**config.mk**
```make
export PLATFORM = sky130hd
export DESIGN_NAME = dff_share_arbiter
export DESIGN_NICKNAME = d
export VERILOG_FILES = /design/src/rtl/dff_share_arbiter_pkg.sv /design/src/rtl/dff_share_arbiter_rr_pick.sv /design/src/rtl/dff_share_arbiter.sv
export SDC_FILE = /design/constraint.sdc
export NUM_CORES = 1
export LEC_CHECK = 0
export CELL_PAD_IN_SITES_DETAIL_PLACEMENT = 1
export CELL_PAD_IN_SITES_GLOBAL_PLACEMENT = 2
export CORE_ASPECT_RATIO = 0.6
export CORE_UTILIZATION = 28
export DETAILED_ROUTE_END_ITERATION = 7
export PLACE_DENSITY_LB_ADDON = 0.15
export RECOVER_POWER = 50
export SLEW_MARGIN = 0
export SYNTH_ARGS = -nofsm -noshare
export SYNTH_HDL_FRONTEND = slang
export SYNTH_SLANG_ARGS = --single-unit
export TNS_END_PERCENT = 20
```
**constraint.sdc**
```tcl
create_clock -name clk -period 2.6 [get_ports clk]
set_input_delay 0.52 -clock clk [delete_from_list [all_inputs] [get_ports clk]]
set_output_delay 0.52 -clock clk [all_outputs]
set_load 0.01 [all_outputs]
```
**src/rtl/dff_share_arbiter_pkg.sv**
```systemverilog
// Shared definitions for the round-robin D flip-flop capture arbiter:
// FSM state encodings and a constant-friendly ceil(log2) helper.
package dff_share_arbiter_pkg;

    localparam logic [1:0] ST_IDLE  = 2'd0;
    localparam logic [1:0] ST_GRANT = 2'd1;
    localparam logic [1:0] ST_HOLD  = 2'd2;

    // ceil(log2(v)); returns 0 for v <= 1, usable in parameter expressions
    function automatic int clog2(input int v);
        int r;
        r = 0;
        while ((1 << r) < v) begin
            r = r + 1;
        end
        return r;
    endfunction

endpackage

```
**src/rtl/dff_share_arbiter_rr_pick.sv**
```systemverilog
// Cyclic first-set search: finds the first asserted request at or after ptr,
// wrapping from N_REQ-1 back to 0. Purely combinational.
module dff_share_arbiter_rr_pick
    import dff_share_arbiter_pkg::*;
#(
    parameter int N_REQ = 4,
    parameter int IDX_W = clog2(N_REQ)
) (
    input  logic [N_REQ-1:0] req,
    input  logic [IDX_W-1:0] ptr,
    output logic             any,
    output logic [IDX_W-1:0] idx
);

    // One extra bit addresses the doubled request vector, so ptr+offset
    // never needs a modulo.
    localparam int SW = IDX_W + 1;

    logic [2*N_REQ-1:0] req2;
    logic [SW-1:0]      pos;
    logic [SW-1:0]      wrapped;
    logic               found;

    assign req2 = {req, req};

    // Scan offsets 0..N_REQ-1 from ptr; the first hit wins
    always_comb begin
        any     = |req;
        idx     = '0;
        found   = 1'b0;
        pos     = '0;
        wrapped = '0;
        for (int i = 0; i < N_REQ; i++) begin
            pos = SW'(ptr) + SW'(i);
            if (!found && req2[pos]) begin
                found   = 1'b1;
                wrapped = (pos >= SW'(N_REQ)) ? (pos - SW'(N_REQ)) : pos;
                idx     = wrapped[IDX_W-1:0];
            end
        end
    end

endmodule

```
**src/rtl/dff_share_arbiter.sv**
```systemverilog
// Shares one WIDTH-bit q/q_bar capture bank among N_REQ requesters.
// IDLE arbitrates round-robin, GRANT lasts one cycle while the owner drives d,
// HOLD keeps the capture valid until ack or until HOLD_MAX cycles expire.
module dff_share_arbiter
    import dff_share_arbiter_pkg::*;
#(
    parameter int N_REQ    = 4,
    parameter int WIDTH    = 8,
    parameter int HOLD_MAX = 15,
    parameter int IDX_W    = clog2(N_REQ)
) (
    input  logic                   clk,
    input  logic                   rst,
    input  logic [N_REQ-1:0]       req,
    input  logic [N_REQ*WIDTH-1:0] d,
    input  logic                   ack,
    output logic [N_REQ-1:0]       gnt,
    output logic [WIDTH-1:0]       q,
    output logic [WIDTH-1:0]       q_bar,
    output logic                   q_valid,
    output logic [IDX_W-1:0]       q_owner,
    output logic                   timeout
);

    // Wide enough to hold HOLD_MAX-1 and never zero-width
    localparam int CNT_W = (clog2(HOLD_MAX + 1) < 1) ? 1 : clog2(HOLD_MAX + 1);
    localparam logic [CNT_W-1:0] CNT_LAST = CNT_W'(HOLD_MAX - 1);
    localparam logic [IDX_W-1:0] IDX_LAST = IDX_W'(N_REQ - 1);

    logic [1:0]       state_q,   state_d;
    logic [N_REQ-1:0] gnt_q,     gnt_d;
    logic [WIDTH-1:0] data_q,    data_d;
    logic [WIDTH-1:0] data_bar_q, data_bar_d;
    logic             valid_q,   valid_d;
    logic [IDX_W-1:0] owner_q,   owner_d;
    logic             timeout_q, timeout_d;
    logic [IDX_W-1:0] ptr_q,     ptr_d;
    logic [CNT_W-1:0] cnt_q,     cnt_d;

    logic             pick_any;
    logic [IDX_W-1:0] pick_idx;
    logic [WIDTH-1:0] d_arr [N_REQ];
    logic [WIDTH-1:0] d_sel;

    // Unpack the flat data bus into one lane per requester
    for (genvar gi = 0; gi < N_REQ; gi++) begin : g_lane
        assign d_arr[gi] = d[gi*WIDTH +: WIDTH];
    end

    assign d_sel = d_arr[owner_q];

    dff_share_arbiter_rr_pick #(
        .N_REQ (N_REQ),
        .IDX_W (IDX_W)
    ) u_rr_pick (
        .req (req),
        .ptr (ptr_q),
        .any (pick_any),
        .idx (pick_idx)
    );

    // Next-state logic: arbitration only in IDLE, capture on GRANT->HOLD
    always_comb begin
        state_d    = state_q;
        gnt_d      = gnt_q;
        data_d     = data_q;
        data_bar_d = data_bar_q;
        valid_d    = valid_q;
        owner_d    = owner_q;
        timeout_d  = 1'b0;
        ptr_d      = ptr_q;
        cnt_d      = cnt_q;
        case (state_q)
            ST_IDLE: begin
                if (pick_any) begin
                    gnt_d   = N_REQ'(1) << pick_idx;
                    owner_d = pick_idx;
                    state_d = ST_GRANT;
                end
            end
            ST_GRANT: begin
                // Captured even if the owner dropped req during GRANT
                data_d     = d_sel;
                data_bar_d = ~d_sel;
                valid_d    = 1'b1;
                gnt_d      = '0;
                cnt_d      = '0;
                ptr_d      = (owner_q == IDX_LAST) ? '0 : owner_q + 1'b1;
                state_d    = ST_HOLD;
            end
            ST_HOLD: begin
                // ack takes priority over expiry on the same edge
                if (ack) begin
                    valid_d = 1'b0;
                    state_d = ST_IDLE;
                end else if (cnt_q == CNT_LAST) begin
                    timeout_d = 1'b1;
                    valid_d   = 1'b0;
                    state_d   = ST_IDLE;
                end else begin
                    cnt_d = cnt_q + 1'b1;
                end
            end
            default: begin
                gnt_d   = '0;
                valid_d = 1'b0;
                state_d = ST_IDLE;
            end
        endcase
    end

    // State and output registers; reset aborts any transaction in flight
    always_ff @(posedge clk or posedge rst) begin
        if (rst) begin
            state_q    <= ST_IDLE;
            gnt_q      <= '0;
            data_q     <= '0;
            data_bar_q <= '1;
            valid_q    <= 1'b0;
            owner_q    <= '0;
            timeout_q  <= 1'b0;
            ptr_q      <= '0;
            cnt_q      <= '0;
        end else begin
            state_q    <= state_d;
            gnt_q      <= gnt_d;
            data_q     <= data_d;
            data_bar_q <= data_bar_d;
            valid_q    <= valid_d;
            owner_q    <= owner_d;
            timeout_q  <= timeout_d;
            ptr_q      <= ptr_d;
            cnt_q      <= cnt_d;
        end
    end

    assign gnt     = gnt_q;
    assign q       = data_q;
    assign q_bar   = data_bar_q;
    assign q_valid = valid_q;
    assign q_owner = owner_q;
    assign timeout = timeout_q;

endmodule
```
**After elaboration in Yosys (flattened, before gate mapping)**

Cells that the tools add are included.

- Flip-flop bits (word level): 32
- Logic and storage cells: 92

- Add/sub/neg operators: 9
- Magnitude comparators: 9
- Equal/unequal tests: 8
- Shifts and indexed selects: 1
- Mux-type cells: 38
- Bitwise gates (word level): 4
- Reductions and logical operators: 14

Operator list:

| cell | count |
|---|---|
| 2-bit 2-to-1 mux | 12 |
| 8-bit binary-select mux with 2-bit select | 1 |
| 8-bit 2-to-1 mux | 2 |
| 4-bit one-hot mux with 2 select lines | 2 |
| 3-bit >= comparator (second input constant) | 4 |
| 3-bit by 4-bit < comparator with 1-bit output (second input constant) | 3 |
| 1-bit 2-to-1 mux | 12 |
| 4-bit 2-to-1 mux | 3 |
| 1-bit binary-select mux with 3-bit select | 3 |
| 8-bit inverter | 1 |
| 2-bit AND reduction | 4 |
| 2-bit by 1-bit subtractor with 2-bit output (second input constant) | 4 |
| 2-bit by 2-bit adder with 3-bit output (second input constant) | 2 |
| 2-bit != test (second input constant) | 3 |
| 2-bit one-hot mux with 3 select lines | 1 |
| 4-bit by 1-bit adder with 4-bit output (second input constant) | 1 |
| 2-bit == test (second input constant) | 2 |
| 4-bit == test (second input constant) | 1 |
| 2-bit by 4-bit < comparator with 1-bit output (second input constant) | 1 |
| 4-bit OR reduction | 1 |
| 1-bit by 2-bit left shift with 4-bit output (first input constant) | 1 |
| 2-bit by 1-bit adder with 3-bit output (second input constant) | 1 |
| 2-bit by 3-bit >= comparator with 1-bit output (second input constant) | 1 |
| 1-bit logical AND | 3 |
| other kinds (11) | 14 |

**Longest topological paths before layout**

- Word-level depth: 15
- Mapped depth: 6
- Depth with buffers taken out: 6

**Hierarchy**

From an unflattened synthesis, not the netlist that was laid out.

- Cells, all modules: 141
- Area total of the unflattened synthesis: 1562.7 µm²

By module, submodules not included:

| module | instances | cells an instance | area each (µm²) |
|---|---|---|---|
| dff_share_arbiter | 1 | 129 | 1488.9 |
| dff_share_arbiter_rr_pick | 1 | 12 | 73.8 |

**Least setup slack after synthesis**

OpenSTA, ideal clock, no wires.

- Path type: input to register
- Start point: input req[0]
- End point: register owner_q[0], in the netlist q_owner[0]
- Library setup time: 125 ps
- Data arrival time: 1285 ps
- Setup slack: 1190 ps
- Stages: 3
- Buffers on the path: 0
- Cells stage by stage: nor4_2 > nor3_4 > mux2_4

- Cells in the longest elaborated chain, start to end: 12
- Elaborated cells between the ends (all ways): 23
- Classes of those cells: mux (15); reduce/logical (8)

Ends and longest elaborated chain:

| element | line | RTL |
|---|---|---|
| start: declaration | dff_share_arbiter.sv:14 | `input logic [N_REQ-1:0] req,` |
| 1-bit binary-select mux with 2-bit select | dff_share_arbiter_rr_pick.sv:35 | `if (!found && req2[pos]) begin` |
| 1-bit 2-to-1 mux (not written as such) | dff_share_arbiter_rr_pick.sv:35 |  |
| 1-bit 2-to-1 mux | dff_share_arbiter_rr_pick.sv:35 |  |
| 1-bit logical NOT | dff_share_arbiter_rr_pick.sv:35 |  |
| 1-bit logical AND | dff_share_arbiter_rr_pick.sv:35 |  |
| 1-bit 2-to-1 mux | dff_share_arbiter_rr_pick.sv:35 |  |
| 1-bit logical NOT | dff_share_arbiter_rr_pick.sv:35 |  |
| 1-bit logical AND | dff_share_arbiter_rr_pick.sv:35 |  |
| 1-bit 2-to-1 mux | dff_share_arbiter_rr_pick.sv:35 |  |
| 1-bit logical NOT | dff_share_arbiter_rr_pick.sv:35 |  |
| 1-bit logical AND | dff_share_arbiter_rr_pick.sv:35 |  |
| 2-bit 2-to-1 mux | dff_share_arbiter_rr_pick.sv:35 |  |
| end signal: assignment | dff_share_arbiter.sv:130 | `owner_q <= owner_d;` |
| end: declaration | dff_share_arbiter.sv:35 | `logic [IDX_W-1:0] owner_q, owner_d;` |

Parallel ways exist; a longest one is shown, timed or not. The select of a mux whose other input is x is not followed.
A chain may end at the register's enable or synchronous reset.

**Worst setup path in the final report**

- Start point: register owner_q[0], in the netlist q_owner[0]
- End point: output q_owner[0]

RTL lines:

| element | line | RTL |
|---|---|---|
| end: declaration | dff_share_arbiter.sv:21 | `output logic [IDX_W-1:0] q_owner,` |

No word-level cell between the ends.

==> qor.csv <==
stage;metric;value;unit
routing;drc;0;
global_routing;grt_overflow;0;
worst_setup_path;arrival;1.50;ns
floorplan;ioPinCount;63;
power_and_ir_drop;power_density;1090;nW/µm²
synth;synth-warning-count;0;
power_and_ir_drop;power.internal;1.66;mW
synth;yosys_register_bits;32;
floorplan;fp.dieW;99.5;µm
worst_setup_path;cp-start-kind;flip-flop;
power_and_ir_drop;p_sw_share;36.2;%
power_and_ir_drop;leakagePower;1.00;nW
synth;syn_nets;182;
synth;async_flop_share;100;%
routing;wl_per_cell;15.0;µm
synth;yosysSeqAreaShare;50.7;%
routing;dr_wl_met3;232;µm
global_routing;grt_usage;16.3;%
floorplan;initial_utilization;30.3;%
worst_hold_path;hold_class;reg2reg;
worst_hold_path;min-delay-start;q[7];
cts;cts_max_level;2;
routing;first_iter_violations;43;
sta;fin_worst_skew;0.00333;ns
power_and_ir_drop;ir_drop;0.440;mV
power_and_ir_drop;clockPowerShare;15.5;%
routing;dr.pass1.iters;6;
power_and_ir_drop;seqPwrFrac;36.6;%
worst_setup_path;slowest_delay;0.63;ns
synth;syn_inst;140;
floorplan;core_area;5280;µm²
placement;gp_congestion;0.716;
synth;yosys.cell_count.top_type;nand2_1;
sta;tns;0;ns
floorplan;dieHeight;60.5;µm
worst_setup_path;cp_num_buf_inv;1;
worst_setup_path;worstPathCellList;clkdlybuf4s50_1;
sta;setup_ws;0.577;ns
power_and_ir_drop;p_comb_share;48.0;%
cells_and_area;nNetsFinal;249;
status;status;completed;
synth;syn_area_per_cell;11.4;µm²
cts;cts_setup_buffers;0;
cts;cts_tree;built;
worst_setup_path;critPathKind;reg2out;
cts;numCtsBuffers;5;
worst_setup_path;critPathSlowestCell;clkdlybuf4s50_1;
sta;slew_violations;0;
worst_hold_path;worstHoldPathCells;2;
routing;vias;1337;
cts;clkLatencyLatePin;0.29;ns
power_and_ir_drop;power.total;2.60;mW
synth;synth_common_cells;nand2_1, dfrtp_1, o21a_1;
global_routing;antenna_found_initial;0;
synth;synth_compound_area_share;11.4;%
worst_hold_path;min_to;q[7];
global_routing;grt_start_max_net_pins;33;
placement;place_ws;0.574;ns
cts;cts_hold_buf;0;
sta;slew-limit-headroom;46.2;%
worst_setup_path;path_delay_family;buffers and inverters;
worst_setup_path;worstRegToRegCells;4;
worst_setup_path;crit_required;2.08;ns
global_routing;grt_pass1_wl;7310;µm
sta;hold_slack;0.479;ns
cts;cts_max_path_buffers;2;
synth;synth_edf_count;0;
routing;antenna_left;0;
floorplan;die-area;6020;µm²
synth;syn_area;1600;µm²
placement;placedCellCount;277;
job;cap_viol_max_count;0;
floorplan;std_cell_rows;20;
cells_and_area;drive_gt1_share;15.9;%
synth;synth.largest_area_cell;dfrtp_1;
worst_setup_path;rr_endpoint;q_bar[5];
placement;hpwlAfterDp;3270;µm
global_routing;grt_pass1_vias;1467;
routing;drt-met1-wl;2030;µm
synth;ys_types;34;
synth;synth-adder-area-share;2.35;%
cells_and_area;diodes;0;
routing;top_layer;met4;
routing;routed_wl;4290;µm
cts;clk_pin_slew;0.07;ns
sta;max_freq;0.494;GHz
worst_setup_path;cp-end-kind;output port;
synth;synth_area_leaders;dfrtp_1, dfstp_2, mux4_2;
worst_setup_path;critPathMaxFanout;8;
synth;synth_ff_type;dfrtp_1;
sta;timing_hold_violations_final;0;
routing;routed_via_density;4.69;
power_and_ir_drop;p_sw;942;µW
routing;wl_met2;1980;µm
cts;ctsResizeCount;0;
synth;synth_mux_area_share;12.8;%
synth;synth_simple_gate_area_share;17.6;%
placement;io_buffer_count;62;
worst_setup_path;reg2reg_from;q_owner[0];
placement;dpl-instance-area;2300;µm²
sta;fin_crit;2.02;ns
sta;fin_crit_sh;77.8;%
sta;tightest_slew;0.806;ns
cells_and_area;area_delta_synth_final;48.7;%
worst_setup_path;ff2ff_setup_slack;0.97;ns
cts;cts.sinks;32;
sta;setup_viol_count_final;0;
synth;synth_top_family_by_area;simple AND/OR/NAND/NOR gates;
synth;synth_top_area_share;37.6;%
cells_and_area;stdcell_area;2380;µm²
synth;synth_xor_area_share;1.10;%
cells_and_area;layout.cells.non_filler;285;
cts;clockRootBuffer;clkbuf_8;
worst_setup_path;worstSetupStartpoint;q_owner[0];
cells_and_area;final_util;45.0;%
sta;rsz0062_at_grt;false;
[placed cells by master, fill, tap and decap left out, drive strengths merged, types with 2 or more instances in the layout]
cell type and count:
dfstp 8, clkdlybuf4s50 60, mux4 8, xor2 2, nor2 6, dlygate4sd3 2
o21ai 6, nand2 33, inv 6, o21a 10, a32o 3, buf 3
dfrtp 24, a21oi 3, ha 3, nand3 5, nor3 3, nand2b 2
clkbuf 7, clkinv 2
[layer usage]
layer  up-vias  track usage (%)
li1        632                -
met1       664             20.9
met2        34             26.6
met3         7             5.88
met4         0             5.04
met5         -                0
[flip-flops by register name, indices dropped and copies added (netlist names)]
signal,cells
cnt_q,4
q_valid,1
ptr_q,2
timeout,1
state_q,2
gnt,4
q_bar,8
q_owner,2
q,8
[power groups by stage]
stage	clock network, mW	logic [mW]	registers, mW
3_5_place_dp	0	1.27	0.970
6_report	0.403	1.25	0.950
2_1_floorplan	0	0.684	0.986
4_1_cts	0.421	1.28	0.961
5_1_grt	0.444	1.37	0.991
3_3_place_gp	0	1.25	0.950
[cell families (layout without fill, tap and decap cells)]
logic type,Yosys count,in the layout
adder cells (fa/ha/maj),3,3
buffers and inverters,12,80
multiplexers,10,10
AO/OA/AOI/OAI,26,26
AND/OR/NAND/NOR,55,55
flip-flops,32,32
XOR/XNOR,2,2
[how the worst max path moves through the flow]
stage,endpoint,cells past startpoint
after floorplan,q_owner[0],3
after global placement,q_owner[0],4
after detailed placement,q_owner[0],4
after CTS,q_owner[0],1
after global routing,q_owner[0],1
final,q_owner[0],1
[layout make-up]
| class | count | area [µm²] |
|---|---|---|
| clock buffer | 6 | 82.6 |
| clock inverter | 2 | 10.0 |
| fill | 597 | 2900 |
| inverter | 6 | 22.5 |
| multi-input combinational | 96 | 706 |
| sequential | 32 | 811 |
| tap | 77 | 96.3 |
| timing repair buffer | 66 | 648 |
(Power assumes the default switching activity.)
